$ cat config.mk
export PLATFORM = sky130hd
export DESIGN_NAME = rv_ifu_flat
export DESIGN_NICKNAME = d
export VERILOG_FILES = /design/src/rtl/rv_ifu_pkg.sv /design/src/rtl/rv_ifu_if.sv /design/src/rtl/rv_ifu_pc.sv /design/src/rtl/rv_ifu.sv /design/src/flat_wrapper.sv
export SDC_FILE = /design/constraint.sdc
export NUM_CORES = 1
export LEC_CHECK = 0
export BUFFER_PORTS_ARGS = -buffer_cell sky130_fd_sc_hd__buf_2
export CORE_ASPECT_RATIO = 1.25
export CORE_UTILIZATION = 40
export DETAILED_ROUTE_END_ITERATION = 10
export GPL_ROUTABILITY_DRIVEN = 0
export PLACE_DENSITY = 0.67
export SLEW_MARGIN = 0
export SYNTH_ARGS = -nofsm -noshare
export SYNTH_HDL_FRONTEND = slang
export SYNTH_SLANG_ARGS = --single-unit
$ cat constraint.sdc
create_clock -name clk -period 3.8 [get_ports clk]
set_clock_uncertainty 0.2 [all_clocks]
set_input_delay 0.76 -clock clk [delete_from_list [all_inputs] [get_ports clk]]
set_output_delay 0.76 -clock clk [all_outputs]
set_load 0.01 [all_outputs]
$ cat src/rtl/rv_ifu_pkg.sv
// Shared definitions for the instruction fetch unit and the decode stage that consumes it.
package rv_ifu_pkg;

  localparam logic [31:0] ResetPcDefault = 32'h8000_0000;
  localparam logic [31:0] EbreakInst     = 32'h0010_0073;
  localparam logic [6:0]  OpcSystem      = 7'b1110011;

  localparam logic [2:0] StReq  = 3'd0;
  localparam logic [2:0] StWait = 3'd1;
  localparam logic [2:0] StHold = 3'd2;
  localparam logic [2:0] StErr  = 3'd3;
  localparam logic [2:0] StHalt = 3'd4;

  function automatic logic is_ebreak(input logic [31:0] insn);
    return (insn[6:0] == OpcSystem) && (insn[31:7] == EbreakInst[31:7]);
  endfunction

endpackage

$ cat src/rtl/rv_ifu_if.sv
// Fetch-side bus: instruction memory request/response plus the instruction stream to decode.
interface rv_ifu_if #(
  parameter int unsigned WIDTH = 32
) ();

  logic             imem_req_valid;
  logic             imem_req_ready;
  logic [WIDTH-1:0] imem_addr;
  logic             imem_rsp_valid;
  logic [WIDTH-1:0] imem_rsp_data;
  logic             imem_rsp_err;
  logic             inst_valid;
  logic             inst_ready;
  logic [WIDTH-1:0] inst;
  logic [WIDTH-1:0] inst_pc;

  modport master (
    output imem_req_valid, imem_addr, inst_valid, inst, inst_pc,
    input  imem_req_ready, imem_rsp_valid, imem_rsp_data, imem_rsp_err, inst_ready
  );

  modport slave (
    input  imem_req_valid, imem_addr, inst_valid, inst, inst_pc,
    output imem_req_ready, imem_rsp_valid, imem_rsp_data, imem_rsp_err, inst_ready
  );

endinterface

$ cat src/rtl/rv_ifu_pc.sv
// Program counter with next-PC selection: redirect load beats sequential advance, else hold.
module rv_ifu_pc
  import rv_ifu_pkg::*;
#(
  parameter int unsigned     WIDTH    = 32,
  parameter logic [WIDTH-1:0] RESET_PC = WIDTH'(ResetPcDefault)
) (
  input  logic             clk,
  input  logic             rst,
  input  logic             load_i,
  input  logic [WIDTH-1:0] load_pc_i,
  input  logic             advance_i,
  output logic [WIDTH-1:0] pc_o
);

  logic [WIDTH-1:0] pc_d, pc_q;

  always_comb begin
    pc_d = pc_q;
    if (load_i) begin
      pc_d = load_pc_i;
    end else if (advance_i) begin
      pc_d = pc_q + WIDTH'(4);
    end
  end

  always_ff @(posedge clk or posedge rst) begin
    if (rst) begin
      pc_q <= RESET_PC;
    end else begin
      pc_q <= pc_d;
    end
  end

  assign pc_o = pc_q;

endmodule

$ cat src/rtl/rv_ifu.sv
// Single-outstanding instruction fetch unit feeding decode over valid/ready.
// Optional RV_IFU_EBREAK_HALT_EN: stop fetching after an ebreak is handed to decode.
module rv_ifu
  import rv_ifu_pkg::*;
#(
  parameter int unsigned      WIDTH    = 32,
  parameter logic [WIDTH-1:0] RESET_PC = WIDTH'(ResetPcDefault)
) (
  input  logic             clk,
  input  logic             rst,
  rv_ifu_if.master         bus_io,
  input  logic             redirect_valid_i,
  input  logic [WIDTH-1:0] redirect_pc_i,
  output logic             fetch_err_o,
  output logic             halt_o
);

  logic [2:0]       state_d, state_q;
  logic             drop_d, drop_q;
  logic             fetch_err_d, fetch_err_q;
  logic [WIDTH-1:0] inst_d, inst_q;
  logic [WIDTH-1:0] inst_pc_d, inst_pc_q;
  logic [WIDTH-1:0] pc;
  logic             req_fire, rsp_seen, xfer, pending, misaligned;
`ifdef RV_IFU_EBREAK_HALT_EN
  logic             halt_d, halt_q;
`endif

  assign req_fire   = (state_q == StReq) && bus_io.imem_req_ready;
  assign rsp_seen   = bus_io.imem_rsp_valid && ((state_q == StWait) || drop_q);
  assign xfer       = (state_q == StHold) && bus_io.inst_ready;
  assign misaligned = redirect_pc_i[1:0] != 2'b00;
  // A request is still owed a response after this edge unless it lands right now.
  assign pending    = req_fire || (((state_q == StWait) || drop_q) && !rsp_seen);

  rv_ifu_pc #(
    .WIDTH    (WIDTH),
    .RESET_PC (RESET_PC)
  ) u_pc (
    .clk       (clk),
    .rst       (rst),
    .load_i    (redirect_valid_i),
    .load_pc_i (redirect_pc_i),
    .advance_i (xfer),
    .pc_o      (pc)
  );

  always_comb begin
    state_d     = state_q;
    drop_d      = drop_q;
    fetch_err_d = fetch_err_q;
    inst_d      = inst_q;
    inst_pc_d   = inst_pc_q;
`ifdef RV_IFU_EBREAK_HALT_EN
    halt_d      = halt_q;
`endif
    if (redirect_valid_i) begin
      drop_d      = pending;
      fetch_err_d = misaligned;
`ifdef RV_IFU_EBREAK_HALT_EN
      halt_d      = 1'b0;
`endif
      if (misaligned) begin
        state_d = StErr;
      end else if (pending) begin
        state_d = StWait;
      end else begin
        state_d = StReq;
      end
    end else begin
      case (state_q)
        StReq: begin
          if (req_fire) state_d = StWait;
        end
        StWait: begin
          if (rsp_seen) begin
            if (drop_q) begin
              drop_d  = 1'b0;
              state_d = StReq;
            end else if (bus_io.imem_rsp_err) begin
              fetch_err_d = 1'b1;
              state_d     = StErr;
            end else begin
              inst_d    = bus_io.imem_rsp_data;
              inst_pc_d = pc;
              state_d   = StHold;
            end
          end
        end
        StHold: begin
          if (xfer) begin
            state_d = StReq;
`ifdef RV_IFU_EBREAK_HALT_EN
            if (is_ebreak(inst_q[31:0])) begin
              state_d = StHalt;
              halt_d  = 1'b1;
            end
`endif
          end
        end
        StErr: begin
          // Soak up a response orphaned by a misaligned redirect.
          if (rsp_seen) drop_d = 1'b0;
        end
`ifdef RV_IFU_EBREAK_HALT_EN
        StHalt: state_d = StHalt;
`endif
        default: state_d = StReq;
      endcase
    end
  end

  always_ff @(posedge clk or posedge rst) begin
    if (rst) begin
      state_q     <= StReq;
      drop_q      <= 1'b0;
      fetch_err_q <= 1'b0;
      inst_q      <= '0;
      inst_pc_q   <= '0;
    end else begin
      state_q     <= state_d;
      drop_q      <= drop_d;
      fetch_err_q <= fetch_err_d;
      inst_q      <= inst_d;
      inst_pc_q   <= inst_pc_d;
    end
  end

`ifdef RV_IFU_EBREAK_HALT_EN
  always_ff @(posedge clk or posedge rst) begin
    if (rst) begin
      halt_q <= 1'b0;
    end else begin
      halt_q <= halt_d;
    end
  end
  assign halt_o = halt_q;
`else
  assign halt_o = 1'b0;
`endif

  assign bus_io.imem_req_valid = (state_q == StReq);
  assign bus_io.imem_addr      = pc;
  assign bus_io.inst_valid     = (state_q == StHold);
  assign bus_io.inst           = inst_q;
  assign bus_io.inst_pc        = inst_pc_q;
  assign fetch_err_o           = fetch_err_q;

endmodule

$ cat src/flat_wrapper.sv
// flat-port wrapper written by rule: the top's interface ports become plain ports
module rv_ifu_flat import rv_ifu_pkg::*;
#(
  parameter int unsigned      WIDTH    = 32,
  parameter logic [WIDTH-1:0] RESET_PC = WIDTH'(ResetPcDefault)
)
  (clk, rst, redirect_valid_i, redirect_pc_i, fetch_err_o, halt_o, bus_io_imem_req_valid, bus_io_imem_addr, bus_io_inst_valid, bus_io_inst, bus_io_inst_pc, bus_io_imem_req_ready, bus_io_imem_rsp_valid, bus_io_imem_rsp_data, bus_io_imem_rsp_err, bus_io_inst_ready);
  rv_ifu_if #(.WIDTH(WIDTH)) bus_io_i ();
  input  logic clk;
  input  logic rst;
  input  logic redirect_valid_i;
  input  logic [WIDTH-1:0] redirect_pc_i;
  output logic fetch_err_o;
  output logic halt_o;
  output wire logic [$bits(bus_io_i.imem_req_valid)-1:0] bus_io_imem_req_valid;
  output wire logic [$bits(bus_io_i.imem_addr)-1:0] bus_io_imem_addr;
  output wire logic [$bits(bus_io_i.inst_valid)-1:0] bus_io_inst_valid;
  output wire logic [$bits(bus_io_i.inst)-1:0] bus_io_inst;
  output wire logic [$bits(bus_io_i.inst_pc)-1:0] bus_io_inst_pc;
  input wire logic [$bits(bus_io_i.imem_req_ready)-1:0] bus_io_imem_req_ready;
  input wire logic [$bits(bus_io_i.imem_rsp_valid)-1:0] bus_io_imem_rsp_valid;
  input wire logic [$bits(bus_io_i.imem_rsp_data)-1:0] bus_io_imem_rsp_data;
  input wire logic [$bits(bus_io_i.imem_rsp_err)-1:0] bus_io_imem_rsp_err;
  input wire logic [$bits(bus_io_i.inst_ready)-1:0] bus_io_inst_ready;
  assign bus_io_imem_req_valid = bus_io_i.imem_req_valid;
  assign bus_io_imem_addr = bus_io_i.imem_addr;
  assign bus_io_inst_valid = bus_io_i.inst_valid;
  assign bus_io_inst = bus_io_i.inst;
  assign bus_io_inst_pc = bus_io_i.inst_pc;
  assign bus_io_i.imem_req_ready = bus_io_imem_req_ready;
  assign bus_io_i.imem_rsp_valid = bus_io_imem_rsp_valid;
  assign bus_io_i.imem_rsp_data = bus_io_imem_rsp_data;
  assign bus_io_i.imem_rsp_err = bus_io_imem_rsp_err;
  assign bus_io_i.inst_ready = bus_io_inst_ready;
  rv_ifu #(.WIDTH(WIDTH), .RESET_PC(RESET_PC)) u_core (.clk(clk), .rst(rst), .bus_io(bus_io_i), .redirect_valid_i(redirect_valid_i), .redirect_pc_i(redirect_pc_i), .fetch_err_o(fetch_err_o), .halt_o(halt_o));
endmodule
======== After elaboration in Yosys (flattened, before gate mapping) ========
Index checks and enable logic that the tools add are counted.
cells by class
  add/sub/neg operators ................... 1
  equality and inequality tests ........... 8
  mux-type cells .......................... 19
  bitwise gates (word level) .............. 3
  reduce and logical (&&, ||, !) cells .... 19
operators with widths
  cell                                                  count
  two-way mux 32 bit                                    2
  adder 32 x 3 -> 32 bit (second input constant)        1
  two-way mux 3 bit                                     6
  case mux 3 bit (4 select lines)                       1
  nonzero test 2 bit                                    6
  two-way mux 1 bit                                     10
  != test 3 x 2 -> 1 bit (second input constant)        3
  AND reduction 4 bit                                   2
  equality test 3 x 2 -> 1 bit (second input constant)  2
  AND reduction 5 bit                                   1
  logical AND 1 bit                                     4
  != test 2 bit (second input constant)                 2
  equality test 3 x 1 -> 1 bit (second input constant)  1
  zero test 3 bit                                       1
  inverter 1 bit                                        3
  logical OR 1 bit                                      2
  AND reduction 2 bit                                   1
  OR reduction 2 bit                                    1
  zero test 1 bit                                       1
storage, ports and cells
  flip-flop bits (word level) ............. 101
  output and inout bits ................... 100
  logic and storage cells ................. 56

======== Longest topological paths before layout ========
Gate-level depths: netlist of run 1.
  word-level depth ........................ 9
  mapped depth ............................ 7
  depth with buffers taken out ............ 5

======== Cells and area by module ========
A second synthesis of run 1 with hierarchy kept.
unflattened totals
  cell total of the unflattened synthesis .. 375
  area total of the unflattened synthesis .. 4838.4 um^2
by module, submodules not included
  module     instances  cells each  area an instance (um^2)  seq. area each (um^2)
  rv_ifu     1          172         2987.9                   1701.6
  rv_ifu_pc  1          203         1850.5                   802.0

======== Worst setup path before layout of run 1 ========
Ideal clock, no wire load.
  path type ............................... input to register
  from .................................... in bus_io_inst_ready
  to ...................................... reg u_core.u_pc.pc_q[20], in the netlist u_core.u_pc.pc_o[20]
  setup time .............................. 0.082 ns
  arrival ................................. 2.158 ns
  data required time ...................... 3.518 ns
  setup slack ............................. 1.360 ns
  stages on the path ...................... 5
  cell sequence ........................... nand3b_4 or4_4 buf_6 or4_1 a31oi_1
on the way
  longest elaborated chain between the ends .. 2
RTL lines
  what                          line                text
  start, declared               flat_wrapper.sv:24  input wire logic [$bits(bus_io_i.inst_ready)-1:0] bus_io_inst_ready;
  logical AND 1 bit             rv_ifu.sv:31        assign xfer = (state_q == StHold) && bus_io.inst_ready;
  nonzero test 2 bit (no line)  --
  end signal, assigned          rv_ifu_pc.sv:31     pc_q <= pc_d;
  end, declared                 rv_ifu_pc.sv:16     logic [WIDTH-1:0] pc_d, pc_q;
No other way between the ends.
A chain may end at the register's enable or synchronous reset.

======== Worst setup path after layout of run 1 ========
  from .................................... reg u_core.state_q[0]
  to ...................................... reg u_core.inst_q[11], in the netlist u_core.bus_io.inst[11]
on the way
  longest elaborated chain between the ends .. 4
RTL lines
  what                               line                        text
  start, declared                    rv_ifu.sv:18                logic [2:0] state_d, state_q;
  start signal, assigned             rv_ifu.sv:115               state_q <= StReq;
  start signal, assigned             rv_ifu.sv:121               state_q <= state_d;
  equality test 3 x 1 -> 1 bit (*)   rv_ifu.sv:30, rv_ifu.sv:71
  logical OR 1 bit                   rv_ifu.sv:30                assign rsp_seen = bus_io.imem_rsp_valid && ((state_q == StWait) || drop_q);
  logical AND 1 bit                  rv_ifu.sv:30
  AND reduction 5 bit (no line) (*)  --
  end signal, assigned               rv_ifu.sv:124               inst_q <= inst_d;
  end, declared                      rv_ifu.sv:21                logic [WIDTH-1:0] inst_d, inst_q;
Every way passes the cells marked *; elsewhere a longest branch is shown, timed or not.

==> metrics.log, run 1 <==
[metrics] post-route clock period utilization: 72.8%
[metrics] maximum number of pins on one net before global-route repair: 67
[metrics] signal arrival time at the worst endpoint: 2.78 ns
[metrics] Netlist Area Pre-Place: 4470 um^2
[metrics] CP endpoint kind: flip-flop
[metrics] hold path start: u_core.bus_io.inst_pc[27]
[metrics] clock latency on the worst-skew pair: 0.34 ns
[metrics] area of the core: 10700 um^2
[metrics] number of global-route vias before repair: 3503
[metrics] drt first pass iters: 4
[metrics] most instantiated cells after synthesis: sky130_fd_sc_hd__dfrtp_1 (99), sky130_fd_sc_hd__mux2_2 (66), sky130_fd_sc_hd__nand2_1 (27)
[metrics] Port-buffer cells: 169
[metrics] warnings from Yosys: 0
[metrics] Post-CTS Hold Fix Bufs: 0
[metrics] EDFF count, synth: 0
[metrics] number of inserted diodes: 0
[metrics] core utilization of the finished layout: 53.4%
[metrics] share of power burned in the clock network: 24.6%
[metrics] Reg2Reg Launch Point: u_core.state_q[0]
[metrics] combinational power share: 30.9%
[metrics] register area: 2500 um^2
[metrics] Crit path buffers/inverters: 1
[metrics] Resized Gates After CTS: 0
[metrics] multi-input combinational cell area: 1840 um^2
[metrics] switching share of total power: 30.8%
[metrics] aggregate global routing overflow: 0
[metrics] total of max-cap violations: 0
[metrics] Die H: 120 um
[metrics] worst path required time: 3.81 ns
[metrics] Num CTS Buffers: 9
[metrics] horizontal die dimension: 96.6 um
[metrics] area added between synthesis and finish: 28.0%
[metrics] average vias per placed instance: 5.25
[metrics] power per standard cell area: 656 nW/um^2
[metrics] class of the most critical hold timing path: flip-flop to flip-flop
[metrics] Max Root-Sink Buffers: 2
[metrics] Reg power frac: 44.5%
[metrics] Top Ports: 171
[metrics] RR Endpoint: u_core.bus_io.inst[11]
[metrics] Non-Filler Cell Area, Final: 5720 um^2
[metrics] library cell used as clock root buffer: sky130_fd_sc_hd__clkbuf_16
[metrics] unrepaired setup endpoints after global routing: no
[metrics] R2R Setup Slk: 1.03 ns
[metrics] prevailing post-synth register cell: sky130_fd_sc_hd__dfrtp_1
[metrics] cell type contributing the most total cell area after synthesis: sky130_fd_sc_hd__dfrtp_1
[metrics] cell type of the slowest stage on the worst timing path: sky130_fd_sc_hd__nand3_4
[metrics] post-synthesis cell count: 374
[metrics] TritonCTS clock tree: done
[metrics] proportion of layout cells with a drive suffix above 1: 48.7%
[metrics] Post-synth ARST share: 100%
[metrics] crit path time final: 2.77 ns
[metrics] endpoints failing setup: 0
[metrics] Starting Density: 41.7%
[metrics] Post-Synthesis Mean Instance Area: 12.0 um^2
[metrics] count of clock tree sinks: 100
[metrics] sum of negative setup slack: 0 ns
[metrics] Worst Setup Path Type: flip-flop to flip-flop
[metrics] sw power: 1.16 mW
[metrics] depth of the CTS H-tree: 3
[metrics] crit path max fanout: 64
[metrics] DRC marker count from the first detailed-route iteration: 138
[metrics] largest stage delay on the critical path: 0.78 ns
[metrics] Cell Count Post-Placement: 658
[metrics] distinct cell type count after synthesis: 41
[metrics] total routing resource utilization after global routing: 18.1%
[metrics] total number of vias: 3541
[metrics] design internal power: 2.60 mW
[metrics] number of flip-flops and latches in the synthesized netlist: 100
[metrics] Final Max Slew Viols: 0
[metrics] Worst Hold End: u_core.bus_io.inst_pc[27]
[metrics] proportion of netlist area held by the largest area contributor: 55.4%
[metrics] final wirelength: 10100 um
[metrics] fmax: 0.362 GHz
[metrics] Wirelength per Cell: 15.0 um
[metrics] DRT antenna net count: 0
[metrics] Clock transition at path regs: 0.06 ns
[metrics] worst-case headroom to the max-slew limit: 40.9%
[metrics] DRC: 0
[metrics] cell type group with the largest total delay on the critical path: simple AND/OR/NAND/NOR gates
[metrics] result of the run: finished, final reports clean
[metrics] Synthesized Nets: 446
[metrics] row cnt: 42
[metrics] final hold vios: 0
[metrics] post-route worst hold slack: 0.298 ns
[metrics] depth of the worst hold-timing path: 1
[metrics] Die Area: 11600 um^2
[metrics] cell count of the worst reg-to-reg path: 4
[metrics] initial antenna violation count: 0
[metrics] final HPWL from detailed placement: 7160 um
[metrics] first-pass GRT wire length: 16200 um
[metrics] portion of the post-synthesis area used by sequential elements: 56.0%
[metrics] post-layout net count: 609
[metrics] Setup crit start kind: flip-flop
[metrics] count leader, synth: sky130_fd_sc_hd__dfrtp_1
[metrics] slew of the pin with the lowest slew margin: 0.886 ns
[metrics] maximum resistive drop on vdd: 301 uV
[metrics] dpl cell area: 5420 um^2
[metrics] setup repair bufs after CTS: 0
[metrics] Filler Cells Inserted: 976
[metrics] post-layout instance count excluding filler cells: 674
[metrics] top cells by area in the synthesized netlist: sky130_fd_sc_hd__dfrtp_1 (55%), sky130_fd_sc_hd__mux2_2 (17%), sky130_fd_sc_hd__or4_1 (2.9%)
[metrics] Lkg Pwr: 2.72 nW
[metrics] ordered cell list for the critical path: inv_1 > nor3_1 > nand3_4 > mux2_2
[kinds of logic after synthesis]
kind of cell,count (synthesis),share of synthesized area (%)
buffers and inverters,29,3.16
xor gates and xnor gates,12,2.35
DFF,100,56.0
and+or+nand+nor,108,13.2
muxes,69,17.3
adders and majority gates,1,0.280
AOI/OAI and AO/OA,54,7.58
other,1,0.0839
[final cells by class]
type	instances	share of cell area, %
Multi-Input combinational cell	245	32.1
Tap cell	132	2.89
Sequential cell	100	43.8
Clock inverter	3	0.787
Inverter	8	0.569
Timing Repair Buffer	173	15.3
Clock buffer	13	4.55
[per-stage QoR]
stage	setup WS [ns]	total power, mW
6_report	1.03	3.75
3_3_place_gp	0.889	2.82
3_5_place_dp	0.821	2.87
2_1_floorplan	0.223	2.35
5_1_grt	0.845	4.01
4_1_cts	1.01	3.82
[state kept, by name (all words and copies together), names as in the netlist]
signal,count
u_core.bus_io.inst,32
u_core.bus_io.inst_pc,32
u_core.drop_q,1
u_core.fetch_err_o,1
u_core.state_q,2
u_core.u_pc.pc_o,32
[cells in the final DEF (no fill, tap or decap), types with 2 or more instances in the layout]
cell type and count:
sky130_fd_sc_hd__dfrtp_1 99, sky130_fd_sc_hd__o21ai_0 17, sky130_fd_sc_hd__or2_2 3, sky130_fd_sc_hd__nand3_1 13, sky130_fd_sc_hd__a21oi_1 3, sky130_fd_sc_hd__clkbuf_8 2
sky130_fd_sc_hd__or4_1 17, sky130_fd_sc_hd__mux2_2 66, sky130_fd_sc_hd__mux2i_1 3, sky130_fd_sc_hd__a31oi_1 15, sky130_fd_sc_hd__nand2_1 27, sky130_fd_sc_hd__or3_2 2
sky130_fd_sc_hd__clkinvlp_4 2, sky130_fd_sc_hd__o31ai_1 13, sky130_fd_sc_hd__buf_2 169, sky130_fd_sc_hd__and4_1 3, sky130_fd_sc_hd__o211ai_1 3, sky130_fd_sc_hd__buf_4 4
sky130_fd_sc_hd__nand4_1 7, sky130_fd_sc_hd__clkbuf_16 9, sky130_fd_sc_hd__nor2b_1 3, sky130_fd_sc_hd__nor4_1 2, sky130_fd_sc_hd__xor2_1 7, sky130_fd_sc_hd__nor2_1 20
sky130_fd_sc_hd__or3_1 2, sky130_fd_sc_hd__nor3_1 2, sky130_fd_sc_hd__and3_1 2, sky130_fd_sc_hd__inv_1 6, sky130_fd_sc_hd__xnor2_1 5, sky130_fd_sc_hd__clkbuf_1 2
[routing by layer]
metal / vias up / wire length, um / share of wire (%) / track usage, %
met5: - / 0 / 0 / 0
met4: 0 / 222 / 2.2 / 8.55
met3: 18 / 625 / 6.2 / 2.96
met2: 136 / 4960 / 49 / 30.7
met1: 1694 / 4280 / 42 / 22.0
li1: 1693 / - / - / -
[power groups by stage]
stage / registers [mW] / clock network (mW) / logic (mW)
3_5_place_dp: 1.69 / 0 / 1.18
4_1_cts: 1.67 / 0.961 / 1.18
6_report: 1.67 / 0.924 / 1.16
2_1_floorplan: 1.84 / 0 / 0.511
5_1_grt: 1.73 / 0.997 / 1.28
3_3_place_gp: 1.66 / 0 / 1.15
[how the worst max path moves through the flow]
stage                            startpoint                         to  slack (ns)  cells past startpoint
after floorplan                         rst      u_core.bus_io.inst[0]        0.22                      1
after global placement    bus_io_inst_ready       u_core.u_pc.pc_o[29]        0.89                      5
after detailed placement  bus_io_inst_ready       u_core.u_pc.pc_o[19]        0.82                      5
after CTS                 u_core.state_q[0]      u_core.bus_io.inst[9]        1.01                      4
after global routing      u_core.state_q[0]  u_core.bus_io.inst_pc[25]        0.84                      4
final                     u_core.state_q[0]     u_core.bus_io.inst[11]        1.03                      4
Note: power is estimated with default switching activity, not from simulation.
==> inputs of run 2 (changes only) <==
PLACE_DENSITY = 0.7   (was 0.67)
clock period = 2.3 ns   (was 3.8 ns; I/O delays follow)
==> run 2 against run 1 <==
Critical path type unchanged; sequential power rose by 62%; non-clock buffer count increased by 28; sequential cell count is the same; via count up 2.2%; largest power group unchanged; cell count grew 4.0%; global-route usage rose by 1.1 points; sequential share of layout area fell by 1.7 points; final area up 4.2%; the flow now finishes with violations (negative hold slack); clock power grew 59%; total power up 68%.
==> metrics.log, run 2 (synthesis results as in run 1) <==
[metrics] Reg power frac: 43.0%
[metrics] aggregate global routing overflow: 0
[metrics] endpoints failing setup: 0
[metrics] crit path max fanout: 14
[metrics] area added between synthesis and finish: 33.4%
[metrics] maximum resistive drop on vdd: 538 uV
[metrics] row cnt: 42
[metrics] maximum number of pins on one net before global-route repair: 57
[metrics] most used cells in the layout excluding fill and tap cells: sky130_fd_sc_hd__buf_2 (169), sky130_fd_sc_hd__dfrtp_1 (97), sky130_fd_sc_hd__mux2_2 (66)
[metrics] post-layout net count: 637
[metrics] Die Area: 11600 um^2
[metrics] cell type group with the largest total delay on the critical path: simple AND/OR/NAND/NOR gates
[metrics] worst-case headroom to the max-slew limit: 63.1%
[metrics] worst path required time: 2.36 ns
[metrics] Clock transition at path regs: 0.06 ns
[metrics] total number of vias: 3618
[metrics] depth of the CTS H-tree: 3
[metrics] Num CTS Buffers: 9
[metrics] drt first pass iters: 4
[metrics] TritonCTS clock tree: done
[metrics] proportion of layout cells with a drive suffix above 1: 51.8%
[metrics] horizontal die dimension: 96.6 um
[metrics] sw power: 1.94 mW
[metrics] DRC marker count from the first detailed-route iteration: 113
[metrics] power per standard cell area: 1060 nW/um^2
[metrics] Port-buffer cells: 169
[metrics] area of the core: 10700 um^2
[metrics] sum of negative setup slack: 0 ns
[metrics] Resized Gates After CTS: 0
[metrics] Post-CTS Hold Fix Bufs: 0
[metrics] total of max-cap violations: 0
[metrics] Setup crit start kind: flip-flop
[metrics] total routing resource utilization after global routing: 19.2%
[metrics] first-pass GRT wire length: 17100 um
[metrics] Lkg Pwr: 2.86 nW
[metrics] largest stage delay on the critical path: 0.63 ns
[metrics] Crit path buffers/inverters: 0
[metrics] final wirelength: 10800 um
[metrics] met2 layer wire length in the routed design: 5600 um
[metrics] Final Max Slew Viols: 0
[metrics] library cell used as clock root buffer: sky130_fd_sc_hd__clkbuf_16
[metrics] count of clock tree sinks: 100
[metrics] crit path time final: 2.17 ns
[metrics] average vias per placed instance: 5.16
[metrics] initial antenna violation count: 0
[metrics] Wirelength per Cell: 15.4 um
[metrics] Top Ports: 171
[metrics] post-route clock period utilization: 94.4%
[metrics] violations in the final reports: negative hold slack
[metrics] cell type of the slowest stage on the worst timing path: sky130_fd_sc_hd__or4_4
[metrics] length of routed met3 wiring: 510 um
[metrics] setup repair bufs after CTS: 0
[metrics] clock latency on the worst-skew pair: 0.34 ns
[metrics] Reg2Reg Launch Point: u_core.state_q[0]
[metrics] DRC: 0
[metrics] design internal power: 4.36 mW
[metrics] Starting Density: 41.7%
[metrics] Max Root-Sink Buffers: 2
[metrics] DRT met1 WL: 4500 um
[metrics] Worst setup startpoint: u_core.state_q[0]
[metrics] share of power burned in the clock network: 23.4%
[metrics] combinational power share: 33.7%
[metrics] class of the most critical hold timing path: input pin to asynchronous set/reset pin
[metrics] DRT antenna net count: 0
[metrics] signal arrival time at the worst endpoint: 2.23 ns
[metrics] highest metal used: met4
[metrics] most frequent standard cell in the layout excluding fill and tap cells: sky130_fd_sc_hd__buf_2
[metrics] ordered cell list for the critical path: nand3b_4 > or4_4 > or4_1 > a31oi_1
[metrics] switching share of total power: 30.8%
[metrics] final HPWL from detailed placement: 8030 um
[metrics] unrepaired setup endpoints after global routing: no
[metrics] number of inserted diodes: 0
[metrics] fmax: 0.461 GHz
[metrics] Worst Setup Path Type: flip-flop to flip-flop
[metrics] number of global-route vias before repair: 3620
[metrics] Die H: 120 um
[metrics] final hold vios: 3
[metrics] result of the run: complete, but fails checks
[metrics] post-route worst hold slack: -0.00331 ns
[metrics] slew of the pin with the lowest slew margin: 0.554 ns
[metrics] CP endpoint kind: flip-flop
==> run 2: layout make-up <==
class                           count  area (um^2)
Fill cell                         966         4760
Timing Repair Buffer              201         1120
Clock buffer                       13          250
Tap cell                          132          165
Multi-Input combinational cell    245         1850
Sequential cell                   100         2510
Inverter                            8         33.8
Clock inverter                      2         35.0
==> run 2: worst paths after layout <==
check	endpoint	slack (ns)	cells after the start
setup / recovery	u_core.u_pc.pc_o[26]	0.13	4
hold / removal	u_core.bus_io.inst[26]	-0.003	3
setup reg to reg	u_core.u_pc.pc_o[26]	0.13	4
hold reg to reg	u_core.bus_io.inst_pc[27]	0.30	1
max in group asynchronous	u_core.u_pc.pc_o[6]	1.40	3
min in group clk	u_core.u_pc.pc_o[7]	0.13	3
==> run 2: per-stage QoR <==
stage | utilization (%) | std cells | power, mW | cell area, um^2 | worst slack (ns)
floorplan | - | 374 | 3.89 | 4480 | 0.00100
global placement | 52.9 | 686 | 4.79 | 5670 | 0.0617
detailed placement | 52.9 | 686 | 4.89 | 5670 | 0.0168
CTS | 55.6 | 701 | 6.39 | 5960 | 0.0503
global route | 55.6 | 701 | 6.71 | 5960 | 0.0202
finish | 55.6 | 701 | 6.30 | 5960 | 0.130
==> run 2: power groups by stage <==
| stage | registers (mW) | clock network (mW) | logic [mW] |
|---|---|---|---|
| floorplan | 3.05 | 0 | 0.847 |
| global placement | 2.69 | 0 | 2.09 |
| detailed placement | 2.74 | 0 | 2.15 |
| CTS | 2.71 | 1.53 | 2.16 |
| global route | 2.80 | 1.59 | 2.33 |
| finish | 2.70 | 1.47 | 2.12 |
==> run 2: worst register-to-register path, cell delays in order, from the launching register on <==
cell and delay, ns:
sky130_fd_sc_hd__dfrtp_1 0.39, sky130_fd_sc_hd__nand3b_4 0.16, sky130_fd_sc_hd__or4_4 0.63, sky130_fd_sc_hd__or4_1 0.54
sky130_fd_sc_hd__a31oi_1 0.18
==> run 2: per-layer routing <==
metal	vias to the layer above	track usage [%]
met4	0	8.55
met1	1741	23.2
met3	16	2.64
li1	1742	-
met5	-	0
met2	119	33.4
==> inputs of run 3 (changes only) <==
BUFFER_PORTS_ARGS = default   (was -buffer_cell sky130_fd_sc_hd__buf_2)
DONT_BUFFER_PORTS = 1   (was default)
PLACE_DENSITY = default   (was 0.7)
==> run 3 against run 2 <==
The run now ends clean; highest routed layer unchanged; total power decreased by 8.7%; register-to-register slack hardly changed; core utilization decreased by 7.4 points; die area unchanged; sequential share of layout area grew 6.4 points; first-iteration DRC count is 30% lower.
==> metrics.log, run 3 (synthesis results as in run 1) <==
[metrics] Die H: 120 um
[metrics] Critical Path Sink: u_core.u_pc.pc_o[30]
[metrics] Worst setup startpoint: u_core.u_pc.pc_o[17]
[metrics] Clock transition at path regs: 0.07 ns
[metrics] final wirelength: 9780 um
[metrics] Top Ports: 171
[metrics] crit path max fanout: 14
[metrics] Final Max Slew Viols: 0
[metrics] maximum resistive drop on vdd: 476 uV
[metrics] Crit path buffers/inverters: 1
[metrics] cell type group with the largest total delay on the critical path: simple AND/OR/NAND/NOR gates
[metrics] clock latency on the worst-skew pair: 0.34 ns
[metrics] cell type of the slowest stage on the worst timing path: sky130_fd_sc_hd__or4_4
[metrics] cell count of the worst reg-to-reg path: 5
[metrics] total routing resource utilization after global routing: 17.7%
[metrics] Num CTS Buffers: 9
[metrics] Filler Cells Inserted: 980
[metrics] Port-buffer cells: 0
[metrics] core utilization of the finished layout: 48.2%
[metrics] class of the most critical hold timing path: input pin to flip-flop
[metrics] proportion of layout cells with a drive suffix above 1: 32.7%
[metrics] Die Area: 11600 um^2
[metrics] final hold vios: 0
[metrics] power per standard cell area: 1110 nW/um^2
[metrics] worst path required time: 2.36 ns
[metrics] multi-input combinational cell area: 1850 um^2
[metrics] Setup crit start kind: flip-flop
[metrics] final HPWL from detailed placement: 7100 um
[metrics] unrepaired setup endpoints after global routing: no
[metrics] R2R Setup Slk: 0.13 ns
[metrics] dpl cell area: 4850 um^2
[metrics] row cnt: 42
[metrics] ordered cell list for the critical path: buf_4 > nand2_1 > or4_4 > or4_1 > a31oi_1
[metrics] count of clock tree sinks: 100
[metrics] Starting Density: 41.7%
[metrics] drt first pass iters: 4
[metrics] Lkg Pwr: 2.20 nW
[metrics] fmax: 0.461 GHz
[metrics] total number of vias: 3037
[metrics] post-layout net count: 474
[metrics] hold path start: redirect_valid_i
[metrics] post-layout instance count excluding filler cells: 540
[metrics] TritonCTS clock tree: done
[metrics] maximum number of pins on one net before global-route repair: 65
[metrics] area added between synthesis and finish: 15.6%
[metrics] horizontal die dimension: 96.6 um
[metrics] Non-Filler Cell Area, Final: 5170 um^2
[metrics] crit path time final: 2.17 ns
[metrics] Cell Count Post-Placement: 521
[metrics] number of gates on the worst path with buffers counted: 5
[metrics] post-route clock period utilization: 94.3%
[metrics] DRT antenna net count: 0
[metrics] depth of the CTS H-tree: 3
[metrics] register area: 2510 um^2
[metrics] Worst Setup Path Type: flip-flop to flip-flop
[metrics] Max Root-Sink Buffers: 2
[metrics] total of max-cap violations: 0
[metrics] DRC: 0
[metrics] initial antenna violation count: 1
[metrics] largest stage delay on the critical path: 0.61 ns
[metrics] number of global-route vias before repair: 3159
[metrics] signal arrival time at the worst endpoint: 2.23 ns
[metrics] RR Endpoint: u_core.u_pc.pc_o[30]
[metrics] area of the core: 10700 um^2
[metrics] post-route worst hold slack: 0.0322 ns
[metrics] first-pass GRT wire length: 15700 um
[metrics] Reg2Reg Launch Point: u_core.u_pc.pc_o[17]
[metrics] most used cells in the layout excluding fill and tap cells: sky130_fd_sc_hd__dfrtp_1 (97), sky130_fd_sc_hd__mux2_2 (66), sky130_fd_sc_hd__buf_4 (34)
[metrics] DRC marker count from the first detailed-route iteration: 79
[metrics] CP endpoint kind: flip-flop
[metrics] result of the run: finished, final reports clean
[metrics] sum of negative setup slack: 0 ns
[metrics] endpoints failing setup: 0
[metrics] aggregate global routing overflow: 0
[metrics] library cell used as clock root buffer: sky130_fd_sc_hd__clkbuf_16
[metrics] most frequent standard cell in the layout excluding fill and tap cells: sky130_fd_sc_hd__dfrtp_1
[metrics] average vias per placed instance: 5.62
[metrics] Wirelength per Cell: 18.1 um
[metrics] Resized Gates After CTS: 0
run 3: power by group:
group	internal [mW]	total (mW)	switching, mW
logic	0.667	1.15	0.488
clock network	0.873	1.52	0.646
registers	2.39	3.07	0.683
total	3.93	5.75	1.82
run 3: what timing repair did:
item	4_1_cts	5_1_grt
buffers inserted	0	0
hold buffers	2	0
endpoints found under the setup margin	0	3
endpoints found under the hold margin	100	0
run 3: final cells by class:
cell class	count	area share, %
inverter	8	0.653
timing repair buffer	38	6.10
tap	132	3.19
clock buffer	10	4.62
sequential	100	48.5
clock inverter	6	1.21
antenna	1	0.0484
multi-input combinational	245	35.7
run 3: how the worst min path moves through the flow:
stage,to,slack (ns),cells past startpoint
after global placement,u_core.u_pc.pc_o[27],0.26,2
after floorplan,u_core.drop_q,0.29,2
after global routing,u_core.u_pc.pc_o[5],0.02,1
after detailed placement,u_core.bus_io.inst[2],0.26,2
final,u_core.u_pc.pc_o[2],0.03,1
after CTS,u_core.u_pc.pc_o[2],0.01,1
run 3: per-layer routing:
layer | vias up | track usage (%) | routed length, um
met5 | - | 0 | 0
met4 | 0 | 8.36 | 244
met3 | 14 | 3.77 | 762
met2 | 129 | 29.6 | 4990
met1 | 1473 | 21.4 | 3790
li1 | 1421 | - | -
run 3: metrics by stage:
step	total power, mW	setup slack (ns)
floorplan	3.89	0.00100
global placement	4.23	0.115
detailed placement	4.29	0.0720
CTS	5.83	0.0585
global route	6.11	0.0242
finish	5.75	0.131
